**config.mk**
```make
export PLATFORM = sky130hd
export DESIGN_NAME = neg10_seq
export DESIGN_NICKNAME = d
export VERILOG_FILES = /design/src/rtl/neg10_seq_pkg.sv /design/src/rtl/not10bit.sv /design/src/rtl/neg10_seq.sv
export SDC_FILE = /design/constraint.sdc
export NUM_CORES = 1
export LEC_CHECK = 0
export ABC_CLOCK_PERIOD_IN_PS = 4200
export BUFFER_PORTS_ARGS = -buffer_cell sky130_fd_sc_hd__buf_2
export CAP_MARGIN = 25
export CORE_MARGIN = 2
export CORE_UTILIZATION = 62
export DETAILED_ROUTE_END_ITERATION = 6
export PLACE_DENSITY = 0.85
export SLEW_MARGIN = 40
export SYNTH_ARGS = -nofsm -noshare
export SYNTH_HDL_FRONTEND = slang
export SYNTH_HIERARCHICAL = 1
export SYNTH_SLANG_ARGS = --single-unit
```
**constraint.sdc**
```tcl
create_clock -name clk -period 4.2 [get_ports clk]
set_input_delay 1.26 -clock clk [delete_from_list [all_inputs] [get_ports clk]]
set_output_delay 1.26 -clock clk [all_outputs]
set_load 0.01 [all_outputs]
```
**src/rtl/neg10_seq_pkg.sv**
```systemverilog
// Shared constants for the sequential two's-complement negation stage.
// State encoding, datapath width and the most-negative operand.
package neg10_seq_pkg;

  localparam int WIDTH = 10;

  localparam logic [1:0] IDLE = 2'd0;
  localparam logic [1:0] INV  = 2'd1;
  localparam logic [1:0] INC  = 2'd2;
  localparam logic [1:0] DONE = 2'd3;

  localparam logic [WIDTH-1:0] MIN_NEG = 10'b1000000000;

endpackage

```
**src/rtl/not10bit.sv**
```systemverilog
// Bitwise inversion of a 10-bit word.
// Purely combinational; feeds the negation stage.
module not10bit (
  input  logic [9:0] data_in,
  output logic [9:0] res
);

  assign res = ~data_in;

endmodule

```
**src/rtl/neg10_seq.sv**
```systemverilog
// Sequential 10-bit negation: invert, then bit-serial +1 over WIDTH cycles.
// res/overflow update together with a one-cycle done pulse.
module neg10_seq #(
  parameter int WIDTH = 10,
  parameter int CNT_W = 4
) (
  input  logic             clk,
  input  logic             rst_n,
  input  logic             start,
  input  logic [WIDTH-1:0] data_in,
  output logic             busy,
  output logic             done,
  output logic [WIDTH-1:0] res,
  output logic             overflow
);

  import neg10_seq_pkg::*;

  localparam logic [CNT_W-1:0] LAST = CNT_W'(WIDTH - 1);

  logic [1:0]       state;
  logic [WIDTH-1:0] operand;
  logic [WIDTH-1:0] work;
  logic [WIDTH-1:0] inv;
  logic [WIDTH-1:0] nxt_work;
  logic             carry;
  logic [CNT_W-1:0] cnt;

  not10bit u_not (
    .data_in (operand),
    .res     (inv)
  );

  // One ripple-incrementer bit per cycle at position cnt.
  always_comb begin
    nxt_work      = work;
    nxt_work[cnt] = work[cnt] ^ carry;
  end

  assign busy = (state != IDLE);

  always_ff @(posedge clk or negedge rst_n) begin
    if (!rst_n) begin
      state    <= IDLE;
      operand  <= '0;
      work     <= '0;
      carry    <= 1'b0;
      cnt      <= '0;
      res      <= '0;
      done     <= 1'b0;
      overflow <= 1'b0;
    end else begin
      unique case (1'b1)
        (state == IDLE): begin
          if (start) begin
            operand <= data_in;
            state   <= INV;
          end
        end
        (state == INV): begin
          work  <= inv;
          carry <= 1'b1;
          cnt   <= '0;
          state <= INC;
        end
        (state == INC): begin
          work  <= nxt_work;
          carry <= work[cnt] & carry;
          // Last bit: publish the finished word with the done pulse.
          if (cnt == LAST) begin
            res      <= nxt_work;
            overflow <= (operand == MIN_NEG);
            done     <= 1'b1;
            state    <= DONE;
          end else begin
            cnt <= cnt + 1'b1;
          end
        end
        (state == DONE): begin
          done  <= 1'b0;
          state <= IDLE;
        end
        default: state <= IDLE;
      endcase
    end
  end

endmodule

```
Word-level counts from Yosys, hierarchy flattened
Cells that the tools add are included. Widths: inputs -> output; s select.

Register bits: 39. Input port bits: 13. Output and inout bits: 13. Logic and storage cells: 46.

Add/subtract/negate cells: 1. Magnitude comparators: 2. Equality and inequality tests: 8. Mux-type cells: 14. Bitwise logic cells: 3. Reduce and logical (&&, ||, !) cells: 10.

Operators by type and width (number): $pmux 10 s2 (1); $bwmux 10 (1); $eq 10x10->1 const B (1); $not 10->10 (1); $reduce_and 2->1 (5); $pmux 4 s2 (1); $pmux 2 s3 (1); $reduce_bool 2->1 (3); $lt 4x5->1 const B (1); $add 4x1->4 const B (1); $bmux 1 s4 (1); $demux 1 s4 (1); $eq 2x2->1 const B (2); $eq 4x4->1 const B (1); $ge 4x1->1 const B (1); $mux 2 (2); $mux 4 (1); $ne 2x2->1 const B (2); $pmux 1 s2 (2); $mux 1 (3); $eq 2x1->1 const B (1); $logic_not 2->1 (1); $ne 2x1->1 const B (1); $and 1x1->1 (1); other kinds (2) (2).

Longest topological paths before layout
Gate-level depths: netlist of run 1.

Word-level depth: 6. Mapped depth: 11. Mapped depth without buffers: 7.

Hierarchy
The synthesis of run 1 kept the hierarchy.

Modules (own cells, without submodules): neg10_seq (instances 1, cells an instance 190, area an instance 2157.1 µm², seq. area each 975.9 µm²); not10bit (instances 1, cells an instance 10, area an instance 37.5 µm², seq. area each 0.0 µm²).

Least setup slack after synthesis of run 1
No wires, ideal clock.

Kind: register to register. From: reg cnt[0]. To: reg work[0]. Setup time: 0.137 ns. Arrival time: 1.999 ns. Required time: 4.063 ns. Setup slack: 2.064 ns. Stages on the path, launching flop included: 11. Path buffers: 3. Period minus slack after synthesis: 2.136 ns. Path through: dfrtp_1 > buf_2 > mux2i_1 > nor2_1 > o32a_1 > ha_1 > buf_2 > nand2b_1 > buf_2 > mux2i_1 > a21oi_1.

Cells in the longest elaborated chain, start to end: 6. Elaborated cells on any way between the ends: 10. Classes of those cells: order compare: 2; mux: 6; bitwise: 1; reduce/logical: 1.

Ends and longest elaborated chain: start, declared (line neg10_seq.sv:27) `logic [CNT_W-1:0] cnt;`; start signal, assigned (line neg10_seq.sv:76) `cnt <= cnt + 1'b1;`; $lt 4x5->1 (not written as such) / $ge 4x1->1 (equally long branches) (line neg10_seq.sv:37) `nxt_work[cnt] = work[cnt] ^ carry;`; $logic_and 1x1->1 (not written as such) (line neg10_seq.sv:37); $mux 1 (not written as such) (line neg10_seq.sv:37); $demux 1 s4 (line neg10_seq.sv:37); $bwmux 10 * (line neg10_seq.sv:37); $pmux 10 s2 * (line neg10_seq.sv:53) `unique case (1'b1)`; end signal, assigned (line neg10_seq.sv:61) `work <= inv;`; end signal, assigned (line neg10_seq.sv:67) `work <= nxt_work;`; end, declared (line neg10_seq.sv:23) `logic [WIDTH-1:0] work;`.

Every way passes the cells marked *; elsewhere a longest branch is shown, timed or not. The select of a mux whose other input is x is not followed. A chain may end at the register's enable or synchronous reset.

Final worst setup path of run 1
From: reg cnt[3]. To: reg work[2].

The elaborated chain is that of the path after synthesis.

==> results of run 1 <==
## worst max-delay path, stage by stage, from the launching register on
cell,delay (ns)
dfrtp_1,0.77
or2_2,0.23
o21ai_0,0.09
o32a_1,0.29
ha_1,0.38
nand2b_1,0.33
mux2i_1,0.26
a21oi_1,0.09
## per-stage QoR
stage	utilization [%]	power [mW]	hold WS [ns]	setup WS [ns]	instances
2_1_floorplan	-	1.36	0.478	2.06	200
3_3_place_gp	68.0	1.47	0.457	1.69	258
3_5_place_dp	68.0	1.50	0.470	1.65	258
4_1_cts	70.2	1.74	0.495	1.60	265
5_1_grt	70.2	1.88	0.509	1.43	265
6_report	70.2	1.74	0.485	1.62	265
## logic make-up after synthesis
kind of cell    share of synthesized area [%]
buf+inv                                  7.58
flops                                    44.5
simple gates                             12.7
compound gates                           12.0
fa+ha+maj                                5.13
mux                                      18.1
## per-layer routing
layer / share of wire, % / up-vias / global-route usage, %
met3: 3.9 / 4 / 5.54
li1: - / 747 / -
met2: 48 / 34 / 34.9
met4: 0.91 / 0 / 6.52
met1: 47 / 709 / 29.7
met5: 0 / - / 0
## synth_stat cells, drive strengths merged, types with 4 or more instances
cell     n
dfrtp   39
mux2i   24
inv     20
mux2    14
nand2   13
o22ai   13
a21oi   11
buf     11
ha       9
o21ai    9
nand3b   7
nor3b    4
## power by group through the flow
stage	sequential (mW)	clock, mW	combinational [mW]
final	0.665	0.238	0.837
after global routing	0.691	0.256	0.934
after CTS	0.663	0.242	0.836
after detailed placement	0.673	0	0.828
after global placement	0.661	0	0.810
after floorplan	0.610	0	0.748
## flip-flops by register name, indices dropped and copies added, names as in the netlist
signal,cells
state,2
overflow,1
res,10
operand,10
cnt,4
work,10
carry,1
done,1
## final timing paths
check | depth (start not counted) | startpoint | endpoint | slack (ns)
setup / recovery | 7 | cnt[3]$_DFFE_PN0P_ | work[2]$_DFFE_PN0P_ | 1.62
max in group asynchronous | 1 | rst_n | operand[9]$_DFFE_PN0P_ | 2.99
hold reg to reg | 2 | res[4]$_DFFE_PN0P_ | res[4]$_DFFE_PN0P_ | 0.48
setup reg to reg | 7 | cnt[3]$_DFFE_PN0P_ | work[2]$_DFFE_PN0P_ | 1.62
hold / removal | 2 | res[4]$_DFFE_PN0P_ | res[4]$_DFFE_PN0P_ | 0.48
min in group asynchronous | 1 | rst_n | cnt[0]$_DFFE_PN0P_ | 0.86
## cell type report
cell class / count / area, µm² / share of cell area, %
clock inverters: 1 / 30.0 / 1.27
multi-input cells: 128 / 1050 / 44.7
flip-flops and latches: 39 / 976 / 41.3
clock buffers: 6 / 41.3 / 1.75
repair buffers: 25 / 128 / 5.40
well taps: 46 / 57.6 / 2.44
inverters: 20 / 75.1 / 3.18
==> impl_metrics.toml, run 1 <==
[floorplanning]
coreArea_um2 = 3360
start_util_pct = 65.3
chipWidth_um = 63.5
pin_count = 26
rows = 21
die_h_um = 63.5
dieArea_um2 = 4030

[yosys]
synth_top_cell_by_area = "dfrtp_1"
postSynthCellCount = 200
ys_top_cells_by_area = "dfrtp_1 44%, mux2i_1 11%, mux2_2 7.2%"
synth_seq_cells = 39
ys_types = 38
synth_ff_type = "dfrtp_1"
synth-async-reset-ratio_pct = 100
yosysWarnings = 6
synth-seq-area-share_pct = 44.5
synth_top_area_share_pct = 44.5
syn_avg_cell_area_um2 = 11.0
synth_nets = 222
syn_area_um2 = 2190
synth_edf_count = 0

[timing]
finalHoldViolCount = 0
setup_viol = 0
fin_crit_ns = 2.58
drv_slew = 0
timing.fmax_mhz = 387
tightest_slew_ns = 0.717
fin_crit_sh_pct = 61.5
slew_headroom_pct = 52.2
skew_ns = 0.0105
final.setup.tns_ns = 0
grt_setup_unrepaired = "false"

[critical_path]
start_kind = "flip-flop"
cp_max_fo = 16
crit_type = "reg -> reg"
worst_setup_path_end_kind = "flip-flop"
cp.required_ns = 4.40
crit_arrival_ns = 2.79

[placed_design]
place.detailed.hpwl_um = 2880
port_buffers = 25
placed_area_um2 = 2290
gp_congestion = 0.831

[outcome]
status = "finished clean"

[cells_and_area]
layout_common_cells = "39 x dfrtp_1, 24 x mux2i_1, 24 x buf_2"
diodes = 0
area_delta_synth_final_pct = 7.64
fin_nets = 241
final_common_cell = "dfrtp_1"
layout-drive-gt1-share_pct = 24.7
fill_cells = 295
fin_area_um2 = 2360

[global_route]
grt_pass1_vias = 1458
grt_overflow = 0
grt_max_degree = 40
grt_pass1_wl_um = 6910
antenna_found_initial = 0
gr-usage-all-layers_pct = 21.9

[power]
p_sw_uw = 717
p_comb_share_pct = 48.1
pwr-share-clk_pct = 13.7
power_density_nw_per_um2 = 736
ir_drop_v = 0.000487
power.leakage_nw = 1.21
internal_power_mw = 1.02
switching_share_pct = 41.2
p_seq_share_pct = 38.2

[detailed_routing]
firstDrtPassIters = 4
totalWireLength_um = 3950
vias_per_cell = 5.64
drt-initial-drc-count = 37
num_vias = 1494
post_drt_wl_per_cell_um = 14.9
drc = 0
ant_nets = 0

[clock_tree]
cts-root-buf = "clkbuf_4"
cts_buffer_depth = 2
cts_buffers = 5
holdBufCountCts = 0
h-tree-depth = 2
clk-insertion-delay-late_ns = 0.34
tritoncts = "yes"
cts_resized = 0
post_cts_buffers = 0
path_clk_slew_ns = 0.11
clock-sinks = 39

[worst_hold_path]
worstHoldPathType = "reg -> reg"

[flow_run]
cap_violations = 0
Note: power is estimated with default switching activity, not from simulation.
==> run 2: changes to the inputs <==
--- a/config.mk
+++ b/config.mk
@@ -5,13 +5,13 @@
 export SDC_FILE = /design/constraint.sdc
 export NUM_CORES = 1
 export LEC_CHECK = 0
-export ABC_CLOCK_PERIOD_IN_PS = 4200
+export ABC_CLOCK_PERIOD_IN_PS = 2200
 export BUFFER_PORTS_ARGS = -buffer_cell sky130_fd_sc_hd__buf_2
 export CAP_MARGIN = 25
 export CORE_MARGIN = 2
-export CORE_UTILIZATION = 62
+export CORE_UTILIZATION = 52
 export DETAILED_ROUTE_END_ITERATION = 6
-export PLACE_DENSITY = 0.85
+export PLACE_DENSITY = 0.76
 export SLEW_MARGIN = 40
 export SYNTH_ARGS = -nofsm -noshare
 export SYNTH_HDL_FRONTEND = slang
==> constraint.sdc (replaced) <==
create_clock -name clk -period 2.2 [get_ports clk]
set_input_delay 0.66 -clock clk [delete_from_list [all_inputs] [get_ports clk]]
set_output_delay 0.66 -clock clk [all_outputs]
set_load 0.01 [all_outputs]
==> run 2 against run 1 <==
  * Cell area rose by 3.7%
  * Hold slack worse by 0.063 ns
  * Combinational power rose by 110%
  * Largest power group unchanged
  * Wire length up 7.2%
  * Sequential power is 86% higher
  * Critical path depth unchanged
  * Power rose by 110%
  * Non-clock buffer count rose by 7
  * Clock skew down 0.0073 ns
==> impl_metrics.toml, run 2 (synthesis gave the netlist of run 1 again) <==
[global_route]
grt_max_degree = 40
grt_pass1_vias = 1467
grt_pass1_wl_um = 6920
gr-usage-all-layers_pct = 20.2
grt_overflow = 0
antenna_found_initial = 0

[power]
power_density_nw_per_um2 = 1460
ir_drop_v = 0.000886
power.leakage_nw = 1.25

[floorplanning]
pin_count = 26
rows = 23
coreArea_um2 = 4030
dieArea_um2 = 4760
chipWidth_um = 69.0
start_util_pct = 54.5
die_h_um = 69.0

[detailed_routing]
firstDrtPassIters = 4
post_drt_wl_per_cell_um = 15.3
ant_nets = 0
drc = 0
drt-initial-drc-count = 60
num_vias = 1514
totalWireLength_um = 4240
vias_per_cell = 5.49

[timing]
fin_crit_sh_pct = 92.3
fin_crit_ns = 2.03
tightest_slew_ns = 0.490
holdWs_ns = 0.422
skew_ns = 0.00321
timing.fmax_mhz = 492
slew_headroom_pct = 67.3
final.setup.tns_ns = 0
finalHoldViolCount = 0
grt_setup_unrepaired = "false"
setup_viol = 0
drv_slew = 0

[cells_and_area]
reg_top3 = "operand: 10 flops, res: 10 flops, work: 10 flops"
diodes = 0
fin_area_um2 = 2450
layout-drive-gt1-share_pct = 27.4
multi_input_area_um2 = 1050
final_common_cell = "dfrtp_1"
fin_nets = 248
fill_cells = 352
regArea_um2 = 977
layout_common_cells = "38 x dfrtp_1, 25 x buf_2, 24 x mux2i_1"
final_cells = 276
area_delta_synth_final_pct = 11.6

[clock_tree]
clk-insertion-delay-late_ns = 0.29
clock-sinks = 39
cts_buffers = 5
path_clk_slew_ns = 0.07
post_cts_buffers = 0
tritoncts = "yes"
holdBufCountCts = 0
cts_buffer_depth = 2
cts-root-buf = "clkbuf_8"
h-tree-depth = 2

[critical_path]
critical_path.max_stage_delay_ns = 0.44
slowest_stage = "dfrtp_1"
crit_chain = "or2_2 -> o21ai_0 -> o32a_1 -> ha_1 -> nand2b_2 -> mux2i_1 -> a21oi_1"
start_kind = "flip-flop"
cp_max_fo = 10
crit_arrival_ns = 2.20
worst_setup_path_end_kind = "flip-flop"
cp.required_ns = 2.37
crit_type = "reg -> reg"

[placed_design]
gp_congestion = 0.833
place_inst = 269
place.detailed.hpwl_um = 3060
port_buffers = 25
placed_area_um2 = 2340

[flow_run]
cap_violations = 0

[worst_hold_path]
worstHoldPathType = "in -> async"

[outcome]
status = "finished clean"
-- run 2: final timing paths --
kind,start,endpoint,slack [ns],depth (start not counted)
worst min register to register,res[4]$_DFFE_PN0P_,res[4]$_DFFE_PN0P_,0.47,2
worst max register to register,cnt[3]$_DFFE_PN0P_,work[4]$_DFFE_PN0P_,0.17,7
worst max-delay path,cnt[3]$_DFFE_PN0P_,work[4]$_DFFE_PN0P_,0.17,7
worst min-delay path,rst_n,state[1]$_DFFE_PN0P_,0.42,2
min in group clk,res[4]$_DFFE_PN0P_,res[4]$_DFFE_PN0P_,0.47,2
max in group asynchronous,rst_n,cnt[0]$_DFFE_PN0P_,1.42,2
-- run 2: where the power goes --
| part | switching, mW | internal, mW | leakage, nW |
|---|---|---|---|
| Combinational | 0.951 | 0.816 | 0.718 |
| Clock | 0.233 | 0.332 | 0.0513 |
| Sequential | 0.256 | 0.986 | 0.484 |
-- run 2: layout make-up --
cell class	count	area share [%]
timing repair buffer	32	7.25
tap	50	2.55
sequential	39	39.9
clock buffer	6	2.96
inverter	20	3.06
clock inverter	1	1.23
multi-input combinational	128	43.1
-- run 2: timing repair --
item | 4_1_cts | 5_1_grt
endpoints found under the hold margin | 0 | 0
resized for setup | 0 | 2
endpoints found under the setup margin | 0 | 9
-- run 2: layer usage --
layer  up-vias  wire length [µm]  track usage (%)
li1        757                 -                -
met1       727              1990             27.1
met2        23              2030             31.4
met3         7               143             5.36
met4         0                69             7.60
met5         -                 0                0
-- run 2: worst max-delay path, delay by kind of cell (launching register included) --
kind / cells / cell delay, ns
and+or+nand+nor: 2 / 0.57
AOI/OAI and AO/OA: 3 / 0.46
DFF: 1 / 0.44
adders and majority gates: 1 / 0.23
muxes: 1 / 0.21
-- run 2: through the flow --
step / total power [mW] / util (%) / setup slack (ns)
finish: 3.57 / 60.8 / 0.169
global route: 3.83 / 60.8 / 0.0643
CTS: 3.56 / 60.7 / 0.0405
detailed placement: 2.98 / 58.2 / 0.0515
global placement: 2.92 / 58.2 / 0.131
floorplan: 2.59 / - / 0.0639
==> run 3: changes to the inputs <==
--- a/config.mk
+++ b/config.mk
@@ -8,6 +8,7 @@
 export ABC_CLOCK_PERIOD_IN_PS = 2200
 export BUFFER_PORTS_ARGS = -buffer_cell sky130_fd_sc_hd__buf_2
 export CAP_MARGIN = 25
+export CORE_ASPECT_RATIO = 2
 export CORE_MARGIN = 2
 export CORE_UTILIZATION = 52
 export DETAILED_ROUTE_END_ITERATION = 6
==> run 3 against run 2 <==
  * Wire length grew 3.5%
  * Power shrank 1.2%
  * Maximum frequency grew 1.2%
  * Global-route usage grew 0.37 points
  * Clock power shrank 10%
  * Final cell count grew 1.8%
  * Critical path type unchanged
  * Largest power group unchanged
==> impl_metrics.toml, run 3 (synthesis gave the netlist of run 1 again) <==
[power]
power_density_nw_per_um2 = 1440
power.leakage_nw = 1.25
ir_drop_v = 0.00105

[critical_path]
reg2reg_to = "work[0]$_DFFE_PN0P_"
rrSetupSlack_ns = 0.19
critPathBufInv = 0
cp.depth = 7
start_kind = "flip-flop"
worst_setup_path_end_kind = "flip-flop"
cp_max_fo = 10
cp.required_ns = 2.38
critical_path.max_stage_delay_ns = 0.46
timing.rr.start = "cnt[0]$_DFFE_PN0P_"
crit_chain = "mux2i_1 -> nor3_1 -> o32a_1 -> ha_1 -> nand2b_2 -> mux2i_1 -> a21oi_1"
crit_arrival_ns = 2.18
crit_type = "reg -> reg"
reg2regPathDepth = 7
slowest_stage = "dfrtp_2"
crit_family = "flip-flops"
crit_top_cell = "mux2i_1"

[global_route]
grt_overflow = 0
grt_pass1_wl_um = 7330
gr-usage-all-layers_pct = 20.6
grt_max_degree = 40
antenna_found_initial = 0
grt_pass1_vias = 1587

[detailed_routing]
post_drt_wl_per_cell_um = 15.6
drt-initial-drc-count = 26
totalWireLength_um = 4380
drc = 0
ant_nets = 0
num_vias = 1543
vias_per_cell = 5.49
firstDrtPassIters = 4

[cells_and_area]
fin_nets = 250
diodes = 0
layout_common_cells = "38 x dfrtp_1, 25 x buf_2, 24 x mux2i_1"
final_cells = 281
layout-drive-gt1-share_pct = 28.8
reg_top3 = "operand: 10 flops, res: 10 flops, work: 10 flops"
area_delta_synth_final_pct = 12.0
final_common_cell = "dfrtp_1"

[timing]
timing.fmax_mhz = 498
finalHoldViolCount = 0
drv_slew = 0
fin_ws_ns = 0.192
final.setup.tns_ns = 0
grt_setup_unrepaired = "false"
fin_crit_sh_pct = 91.3
slew_headroom_pct = 66.3
tightest_slew_ns = 0.506
setup_viol = 0
fin_crit_ns = 2.01
skew_ns = 0.00722

[floorplanning]
die_h_um = 95.9
rows = 33
chipWidth_um = 49.9
start_util_pct = 53.7
dieArea_um2 = 4790
pin_count = 26
coreArea_um2 = 4090

[outcome]
status = "finished clean"

[clock_tree]
clk-insertion-delay-late_ns = 0.30
cts_buffer_depth = 2
holdBufCountCts = 0
cts-root-buf = "clkbuf_8"
post_cts_buffers = 0
tritoncts = "yes"
path_clk_slew_ns = 0.08
h-tree-depth = 2
clock-sinks = 39
cts_resized = 0
cts_buffers = 5

[worst_hold_path]
worstHoldPathType = "in -> async"

[placed_design]
place_inst = 273
gp_congestion = 0.868
port_buffers = 25
dp_slack_ns = 0.0630
place.detailed.hpwl_um = 3270

[flow_run]
cap_violations = 0
run 3: through the flow:
step / cell area, µm² / utilization [%] / power (mW) / hold WS [ns]
2_1_floorplan: 2190 / - / 2.59 / 0.364
6_report: 2460 / 60.1 / 3.53 / 0.399
3_5_place_dp: 2360 / 57.8 / 3.03 / 0.471
4_1_cts: 2450 / 60.0 / 3.54 / 0.426
3_3_place_gp: 2360 / 57.8 / 2.98 / 0.462
5_1_grt: 2460 / 60.1 / 3.81 / 0.454
run 3: layer usage:
layer,routed length (µm),up-vias,GRT usage [%]
met1,1700,747,21.7
li1,-,760,-
met2,2440,26,38.8
met4,127,0,10.2
met5,0,-,0
met3,115,10,2.95
run 3: area by class of cell:
cell class / instances / area, µm²
fill: 374 / 1630
multi-input combinational: 128 / 1050
sequential: 39 / 977
timing repair buffer: 34 / 193
inverter: 20 / 75.1
clock buffer: 5 / 68.8
tap: 52 / 65.1
clock inverter: 3 / 23.8
run 3: power by group:
| part | total [mW] | switching, mW | internal (mW) |
|---|---|---|---|
| logic | 1.79 | 0.954 | 0.836 |
| registers | 1.23 | 0.250 | 0.985 |
| clock network | 0.506 | 0.279 | 0.227 |
| total | 3.53 | 1.48 | 2.05 |
run 3: how the worst max path moves through the flow:
stage                             startpoint             endpoint
final                     cnt[0]$_DFFE_PN0P_  work[0]$_DFFE_PN0P_
after global routing      cnt[0]$_DFFE_PN0P_  work[9]$_DFFE_PN0P_
after CTS                 cnt[0]$_DFFE_PN0P_  work[0]$_DFFE_PN0P_
after detailed placement  cnt[0]$_DFFE_PN0P_  work[0]$_DFFE_PN0P_
after global placement    cnt[0]$_DFFE_PN0P_  work[1]$_DFFE_PN0P_
after floorplan           cnt[0]$_DFFE_PN0P_  work[0]$_DFFE_PN0P_
